==> src/rtl/fifo_buffer_sync.sv <==
// fifo_buffer_sync: parametrised single-clock FIFO with occupancy count,
// almost-full/almost-empty thresholds and sticky overflow/underflow flags.
//
// Parameters:
//   DATA_W     word width in bits
//   DEPTH      number of entries (power of two, >= 2)
//   AF_THRESH  almost_full when count >= AF_THRESH
//   AE_THRESH  almost_empty when count <= AE_THRESH
//
// Ports:
//   clk          sole clock, rising edge
//   rst_n        asynchronous active-low reset
//   wr_en        push request; wr_data is the word to store
//   rd_en        pop request
//   clr_err      clears overflow/underflow (a new error in the same cycle wins)
//   rd_data      popped word (standard) or head word (FWFT)
//   rd_valid     rd_data qualifier
//   full, empty, almost_full, almost_empty, count   occupancy status
//   overflow     sticky: write requested while full
//   underflow    sticky: read requested while empty
//
// Build option: define FIFO_BUFFER_FWFT_EN for first-word-fall-through reads.
// Without it, rd_data is registered one edge after an accepted read.

module fifo_buffer_sync #(
   parameter int DATA_W    = 8,
   parameter int DEPTH     = 16,
   parameter int AF_THRESH = DEPTH - 2,
   parameter int AE_THRESH = 2
) (
   input  logic                       clk,
   input  logic                       rst_n,
   input  logic                       wr_en,
   input  logic [DATA_W-1:0]          wr_data,
   input  logic                       rd_en,
   input  logic                       clr_err,
   output logic [DATA_W-1:0]          rd_data,
   output logic                       rd_valid,
   output logic                       full,
   output logic                       empty,
   output logic                       almost_full,
   output logic                       almost_empty,
   output logic [$clog2(DEPTH):0]     count,
   output logic                       overflow,
   output logic                       underflow
);

   localparam int AW = $clog2(DEPTH);
   localparam int CW = AW + 1;

   localparam logic [AW:0] DEPTH_C = CW'(DEPTH);
   localparam logic [AW:0] AF_C    = CW'(AF_THRESH);
   localparam logic [AW:0] AE_C    = CW'(AE_THRESH);

   logic [DATA_W-1:0] mem [DEPTH];

   logic [AW:0] wr_ptr;
   logic [AW:0] rd_ptr;
   logic [AW:0] wr_ptr_nxt;
   logic [AW:0] rd_ptr_nxt;
   logic [AW:0] cnt_nxt;
   logic        wr_ok;
   logic        rd_ok;

   // Acceptance uses the registered flags, so a simultaneous pop never
   // frees room for a push in the same cycle (and vice versa).
   always_comb begin
      wr_ok      = wr_en & ~full;
      rd_ok      = rd_en & ~empty;
      wr_ptr_nxt = wr_ptr + {{AW{1'b0}}, wr_ok};
      rd_ptr_nxt = rd_ptr + {{AW{1'b0}}, rd_ok};
      cnt_nxt    = wr_ptr_nxt - rd_ptr_nxt;
   end

   always_ff @(posedge clk) begin
      if (wr_ok) begin
         mem[wr_ptr[AW-1:0]] <= wr_data;
      end
   end

   always_ff @(posedge clk or negedge rst_n) begin
      if (!rst_n) begin
         wr_ptr       <= '0;
         rd_ptr       <= '0;
         count        <= '0;
         full         <= 1'b0;
         empty        <= 1'b1;
         almost_full  <= 1'b0;
         almost_empty <= 1'b1;
         overflow     <= 1'b0;
         underflow    <= 1'b0;
      end else begin
         wr_ptr       <= wr_ptr_nxt;
         rd_ptr       <= rd_ptr_nxt;
         count        <= cnt_nxt;
         full         <= (cnt_nxt == DEPTH_C);
         empty        <= (cnt_nxt == '0);
         almost_full  <= (cnt_nxt >= AF_C);
         almost_empty <= (cnt_nxt <= AE_C);
         overflow     <= (overflow & ~clr_err) | (wr_en & full);
         underflow    <= (underflow & ~clr_err) | (rd_en & empty);
      end
   end

`ifdef FIFO_BUFFER_FWFT_EN
   // Head word is always presented; rd_en just advances past it.
   assign rd_data  = mem[rd_ptr[AW-1:0]];
   assign rd_valid = ~empty;
`else
   always_ff @(posedge clk or negedge rst_n) begin
      if (!rst_n) begin
         rd_data  <= '0;
         rd_valid <= 1'b0;
      end else begin
         rd_valid <= rd_ok;
         if (rd_ok) begin
            rd_data <= mem[rd_ptr[AW-1:0]];
         end
      end
   end
`endif

endmodule

==> config.mk <==
export PLATFORM = sky130hd
export DESIGN_NAME = fifo_buffer_sync
export DESIGN_NICKNAME = d
export VERILOG_FILES = /design/src/rtl/fifo_buffer_sync.sv
export SDC_FILE = /design/constraint.sdc
export NUM_CORES = 1
export LEC_CHECK = 0
export BUFFER_PORTS_ARGS = -buffer_cell sky130_fd_sc_hd__buf_4
export CORE_MARGIN = 2
export CORE_UTILIZATION = 60
export DETAILED_ROUTE_END_ITERATION = 10
export PLACE_DENSITY = 0.78
export SLEW_MARGIN = 40
export SYNTH_ARGS = -nofsm -noshare
export SYNTH_HDL_FRONTEND = slang
export SYNTH_SLANG_ARGS = --single-unit
==> constraint.sdc <==
create_clock -name clk -period 3.3 [get_ports clk]
set_input_delay 0 -clock clk [delete_from_list [all_inputs] [get_ports clk]]
set_output_delay 0 -clock clk [all_outputs]
set_load 0.03 [all_outputs]
== After elaboration in Yosys (flattened, before gate mapping) ==
Memory sizes are Yosys's and may differ from the RTL's. A register that Yosys moved wholly into a read port is not among the register bits.
Cells that the tools add are included.

* $add $sub $neg: 3
* Magnitude comparators: 2
* Equality and inequality tests: 1
* Mux-type cells: 2
* Bitwise logic cells: 11
* Reductions and logical operators: 2

{| class="wikitable"
|+ Operator list
! operator !! count
|-
| 5-bit by 1-bit adder with 5-bit output || 2
|-
| 1-bit bitwise AND || 6
|-
| 5-bit equality test (second input constant) || 1
|-
| 5-bit by 4-bit greater-or-equal comparator with 1-bit output (second input constant) || 1
|-
| 5-bit by 2-bit <= comparator with 1-bit output (second input constant) || 1
|-
| 5-bit zero test || 1
|-
| 5-bit subtractor || 1
|-
| 1-bit NOT || 3
|-
| 1-bit two-way mux || 2
|-
| 1-bit OR || 2
|-
| 1-bit zero test || 1
|}

* Flip-flop bits (word level): 22
* RAM bits: 128
* Input bits: 13
* Logic and storage cells: 32
* Memories: 1

{| class="wikitable"
|+ Memory list
! memory !! depth !! width !! rd ports !! clocked after memory_dff !! write ports !! RTL line !! source
|-
| mem || 16 || 8 || 1 || 1 || 1 || 55 || <nowiki>logic [DATA_W-1:0] mem [DEPTH];</nowiki>
|}

== Logic depth before layout (Yosys ltp) ==
* Depth after elaboration: 5
* Mapped depth: 11

== Worst setup path after synthesis ==
No wires, ideal clock.

* Kind: reg2reg
* Start: register empty
* End: register full
* Setup time: 80 ps
* Data arrival time: 2892 ps
* Data required time: 3220 ps
* Slack: 328 ps
* Cell stages (with the launch flop): 12
* Period minus slack after synthesis: 2972 ps
* Cell sequence: dfstp_2 > nand2b_1 > clkbuf_1 > inv_1 > ha_1 > ha_1 > xnor2_1 > ha_1 > o311ai_2 > o211ai_1 > xnor2_1 > nor3b_2

* Word-level cells in the longest chain between the ends: 5

{| class="wikitable"
|+ Ends and longest elaborated chain
! item !! RTL line !! source
|-
| from (decl) || 40 || <nowiki>output logic empty,</nowiki>
|-
| from (signal assigned) || 97 || <nowiki>empty <= (cnt_nxt == '0);</nowiki>
|-
| 1-bit NOT || 69 || <nowiki>rd_ok = rd_en & ~empty;</nowiki>
|-
| 1-bit bitwise AND || 69 ||
|-
| via rd_ok || 63 || <nowiki>logic rd_ok;</nowiki>
|-
| 5-bit by 1-bit adder with 5-bit output || 71 || <nowiki>rd_ptr_nxt = rd_ptr + {{AW{1'b0}}, rd_ok};</nowiki>
|-
| via rd_ptr_nxt[1] || 60 || <nowiki>logic [AW:0] rd_ptr_nxt;</nowiki>
|-
| 5-bit subtractor || 72 || <nowiki>cnt_nxt = wr_ptr_nxt - rd_ptr_nxt;</nowiki>
|-
| via cnt_nxt[4] || 61 || <nowiki>logic [AW:0] cnt_nxt;</nowiki>
|-
| 5-bit equality test || 96 || <nowiki>full <= (cnt_nxt == DEPTH_C);</nowiki>
|-
| to (signal assigned) || 96 ||
|-
| to (decl) || 39 || <nowiki>output logic full,</nowiki>
|}

The timed path passes the listed nets, and every way through them passes these cells.

== Worst setup path in the final report ==
Same ends and word-level chain as after synthesis.

==> results.sh <==
export IMPL_status="finished, final reports clean"
export IMPL_nNetsFinal=436
export IMPL_diodes=0
export IMPL_total_power_mw=6.93
export IMPL_post_synthesis_instance_area_um2=6300
export IMPL_pin_count=33
export IMPL_avgRoutedWirePerCell_um=21.7
export IMPL_port_buffer_count=32
export IMPL_worstSkewPairLatency_ns=0.51
export IMPL_cts_root_buffer_cell="sky130_fd_sc_hd__clkbuf_8"
export IMPL_fp_dieW_um=106
export IMPL_most_common_layout_cells="128 x sky130_fd_sc_hd__edfxtp_1, 39 x sky130_fd_sc_hd__buf_4, 27 x sky130_fd_sc_hd__dfrtp_1"
export IMPL_rsz0062_at_grt="false"
export IMPL_global_route_wire_length_before_repair_mm=19.3
export IMPL_totalWireLength_mm=12.2
export IMPL_layout_drive_gt1_share_pct=25.2
export IMPL_synth_cells=359
export IMPL_fin_tns_setup_ns=0
export IMPL_async_reset_ff_share_pct=19.0
export IMPL_critPathLaunchType="flop"
export IMPL_cts_buffers_inserted=17
export IMPL_dpl_worst_slack_ns=0.486
export IMPL_yosysUniqueCellTypes=39
export IMPL_timing_hold_violations_final=0
export IMPL_cp_data_arrival_time_ns=3.29
export IMPL_clk_pin_slew_ns=0.06
export IMPL_combinationalPowerShare_pct=37.1
export IMPL_r2r_slack_ns=0.45
export IMPL_pwr_share_clk_pct=24.2
export IMPL_slew_viol_final=0
export IMPL_drtPass1Iterations=4
export IMPL_beginning_of_the_worst_hold_path="wr_en"
export IMPL_synthesis_area_per_instance_um2=17.6
export IMPL_htree_num_levels=4
export IMPL_cellPowerDensity_nw_per_um2=941
export IMPL_yosysTopAreaCell="sky130_fd_sc_hd__edfxtp_1"
export IMPL_final_util_pct=71.7
export IMPL_holdPathStages=3
export IMPL_power_switching_fraction_pct=34.4
export IMPL_cts_repair_resized=0
export IMPL_drtIter0Drc=381
export IMPL_clock_skew_final_ns=0.00824
export IMPL_floorplan_core_area_um2=10300
export IMPL_routed_via_count=3396
export IMPL_synth_seq_area_share_pct=73.0
export IMPL_worst_path_fanout_max=5
export IMPL_antenna_found_initial=0
export IMPL_first_global_vias=3518
export IMPL_grt_remaining_overflow=0
export IMPL_cap_viol_max_count=0
export IMPL_synthTopCellsByArea="sky130_fd_sc_hd__edfxtp_1 61%, sky130_fd_sc_hd__dfrtp_1 11%, sky130_fd_sc_hd__mux4_2 5.7%"
export IMPL_internal_power_mw=4.55
export IMPL_total_switching_power_mw=2.38
export IMPL_post_drt_via_cell_ratio=6.02
export IMPL_fp_dieArea_um2=11300
export IMPL_r2r_start="empty$_DFF_PN1_"
export IMPL_post_route_worst_setup_slack_ns=0.452
export IMPL_max_freq_mhz=351
export IMPL_floorplan_rows=37
export IMPL_number_of_enable_flip_flop_cells_after_synthesis=128
export IMPL_tritoncts="done"
export IMPL_rr_worst_depth=10
export IMPL_syn_num_nets=380
export IMPL_setup_viol=0
export IMPL_postRouteAntennaNets=0
export IMPL_grt_util_overall_pct=23.6
export IMPL_clock_sink_count=158
export IMPL_worst_pin_slew_ns=0.753
export IMPL_maxSlewHeadroom_pct=49.6
export IMPL_hpwl_mm=7.49
export IMPL_synth_warnings=0
export IMPL_final_period_utilization_pct=86.3
export IMPL_timing_rr_end="full$_DFF_PN0_"
export IMPL_area_share_of_the_leading_cell_type_in_the_synthesized_netlist_pct=61.0
export IMPL_initial_utilization_pct=61.3
export IMPL_criticalPathCategory="reg2reg"
export IMPL_worstSetupEndpointType="flop"
export IMPL_p_leak_nw=2.60
export IMPL_gp_congestion=0.823
export IMPL_worst_endpoint_required_ns=3.74
export IMPL_grt_max_degree=65
export IMPL_sequentialPowerShare_pct=38.7
export IMPL_ys_ff_latch=158
export IMPL_post_route_drc_count=0
export IMPL_area_growth_synth_to_final_pct=16.9
export IMPL_layout_commonest_cell="sky130_fd_sc_hd__edfxtp_1"
export IMPL_fin_crit_ns=2.85
export IMPL_y_dimension_of_the_die_um=106
export IMPL_whs_endpoint="wr_ptr[0]$_DFF_PN0_"
export IMPL_cts_buffer_depth=2
export IMPL_ir_drop_mv=1.16
export IMPL_predominant_post_synthesis_flop_cell="sky130_fd_sc_hd__edfxtp_1"
export IMPL_timing_hold_worst_class="in2reg"
## synthesized netlist by cell type (8+ instances only)
cell / count
sky130_fd_sc_hd__nor2b_1: 19
sky130_fd_sc_hd__edfxtp_1: 128
sky130_fd_sc_hd__xnor2_1: 8
sky130_fd_sc_hd__mux2_2: 8
sky130_fd_sc_hd__mux2i_1: 16
sky130_fd_sc_hd__inv_1: 9
sky130_fd_sc_hd__nor4_1: 8
sky130_fd_sc_hd__dfrtp_1: 28
sky130_fd_sc_hd__a2111oi_0: 8
sky130_fd_sc_hd__nor2_1: 16
sky130_fd_sc_hd__ha_1: 8
sky130_fd_sc_hd__a221o_1: 8
sky130_fd_sc_hd__a211oi_1: 8
sky130_fd_sc_hd__mux4_2: 16
sky130_fd_sc_hd__a22o_1: 8
## cell families (layout without fill, tap and decap cells)
group                    count (synthesis)  in the layout  synth area share, %
flip-flops                             158            158                 73.0
AO/OA/AOI/OAI                           42             42                 5.70
adder cells (fa/ha/maj)                  8              8                 1.59
buffers and inverters                   26             95                 1.95
multiplexers                            40             40                 9.69
XOR/XNOR                                13             13                 1.93
AND/OR/NAND/NOR                         72             72                 6.20
## cell type report
cell class	instances	area [µm²]
clock buffers	24	470
inverters	9	33.8
repair buffers	54	454
fillers	624	2910
well taps	136	170
clock inverters	8	41.3
flip-flops and latches	158	4600
multi-input cells	175	1600
## metal layers
layer  up-vias  track usage (%)  share of wire (%)
li1       1523                -                  -
met1      1729             31.8                 40
met2       126             39.0                 53
met3        18             4.72                5.5
met4         0             8.07                1.7
met5         -                0                  0
## worst max-delay path, cell delays in order, from the launching register on
cell	delay, ns
sky130_fd_sc_hd__dfstp_2	0.54
sky130_fd_sc_hd__nand2b_1	0.12
sky130_fd_sc_hd__inv_1	0.07
sky130_fd_sc_hd__ha_1	0.19
sky130_fd_sc_hd__ha_1	0.35
sky130_fd_sc_hd__xnor2_1	0.16
sky130_fd_sc_hd__ha_1	0.23
sky130_fd_sc_hd__o311ai_2	0.28
sky130_fd_sc_hd__o211ai_1	0.16
sky130_fd_sc_hd__xnor2_1	0.43
sky130_fd_sc_hd__nor3b_2	0.24
## repair_timing
item / CTS / global route
endpoints found under the hold margin: 162 / 0
hold buffers: 14 / 0
buffers inserted: 0 / 0
## power groups by stage
stage | Clock, mW | Sequential, mW | Combinational, mW
finish | 1.68 | 2.68 | 2.57
floorplan | 0 | 2.85 | 1.73
CTS | 1.70 | 2.68 | 2.57
detailed placement | 0 | 2.71 | 2.54
global route | 1.78 | 2.71 | 2.79
global placement | 0 | 2.70 | 2.45
## metrics by stage
stage / cell area [µm²] / std cells / hold WS [ns]
after floorplan: 6300 / 359 / -0.296
after global placement: 6680 / 518 / -0.0494
after detailed placement: 6680 / 518 / -0.0419
after CTS: 7350 / 564 / 0.0988
after global routing: 7370 / 564 / 0.138
final: 7370 / 564 / 0.127
## flip-flops by register name, summed over array words and instances (netlist names), 5 cells and up
| register | cells |
|---|---|
| count | 5 |
| mem | 128 |
| rd_data | 8 |
| rd_ptr | 5 |
| wr_ptr | 5 |
## how the worst max path moves through the flow
stage,slack [ns],end,startpoint,cells past startpoint
after floorplan,0.33,full$_DFF_PN0_,empty$_DFF_PN1_,11
after global placement,0.61,full$_DFF_PN0_,empty$_DFF_PN1_,10
after detailed placement,0.49,full$_DFF_PN0_,empty$_DFF_PN1_,10
after CTS,0.48,full$_DFF_PN0_,full$_DFF_PN0_,9
after global routing,0.30,full$_DFF_PN0_,full$_DFF_PN0_,9
final,0.45,full$_DFF_PN0_,empty$_DFF_PN1_,10
Note: power is estimated with default switching activity, not from simulation.
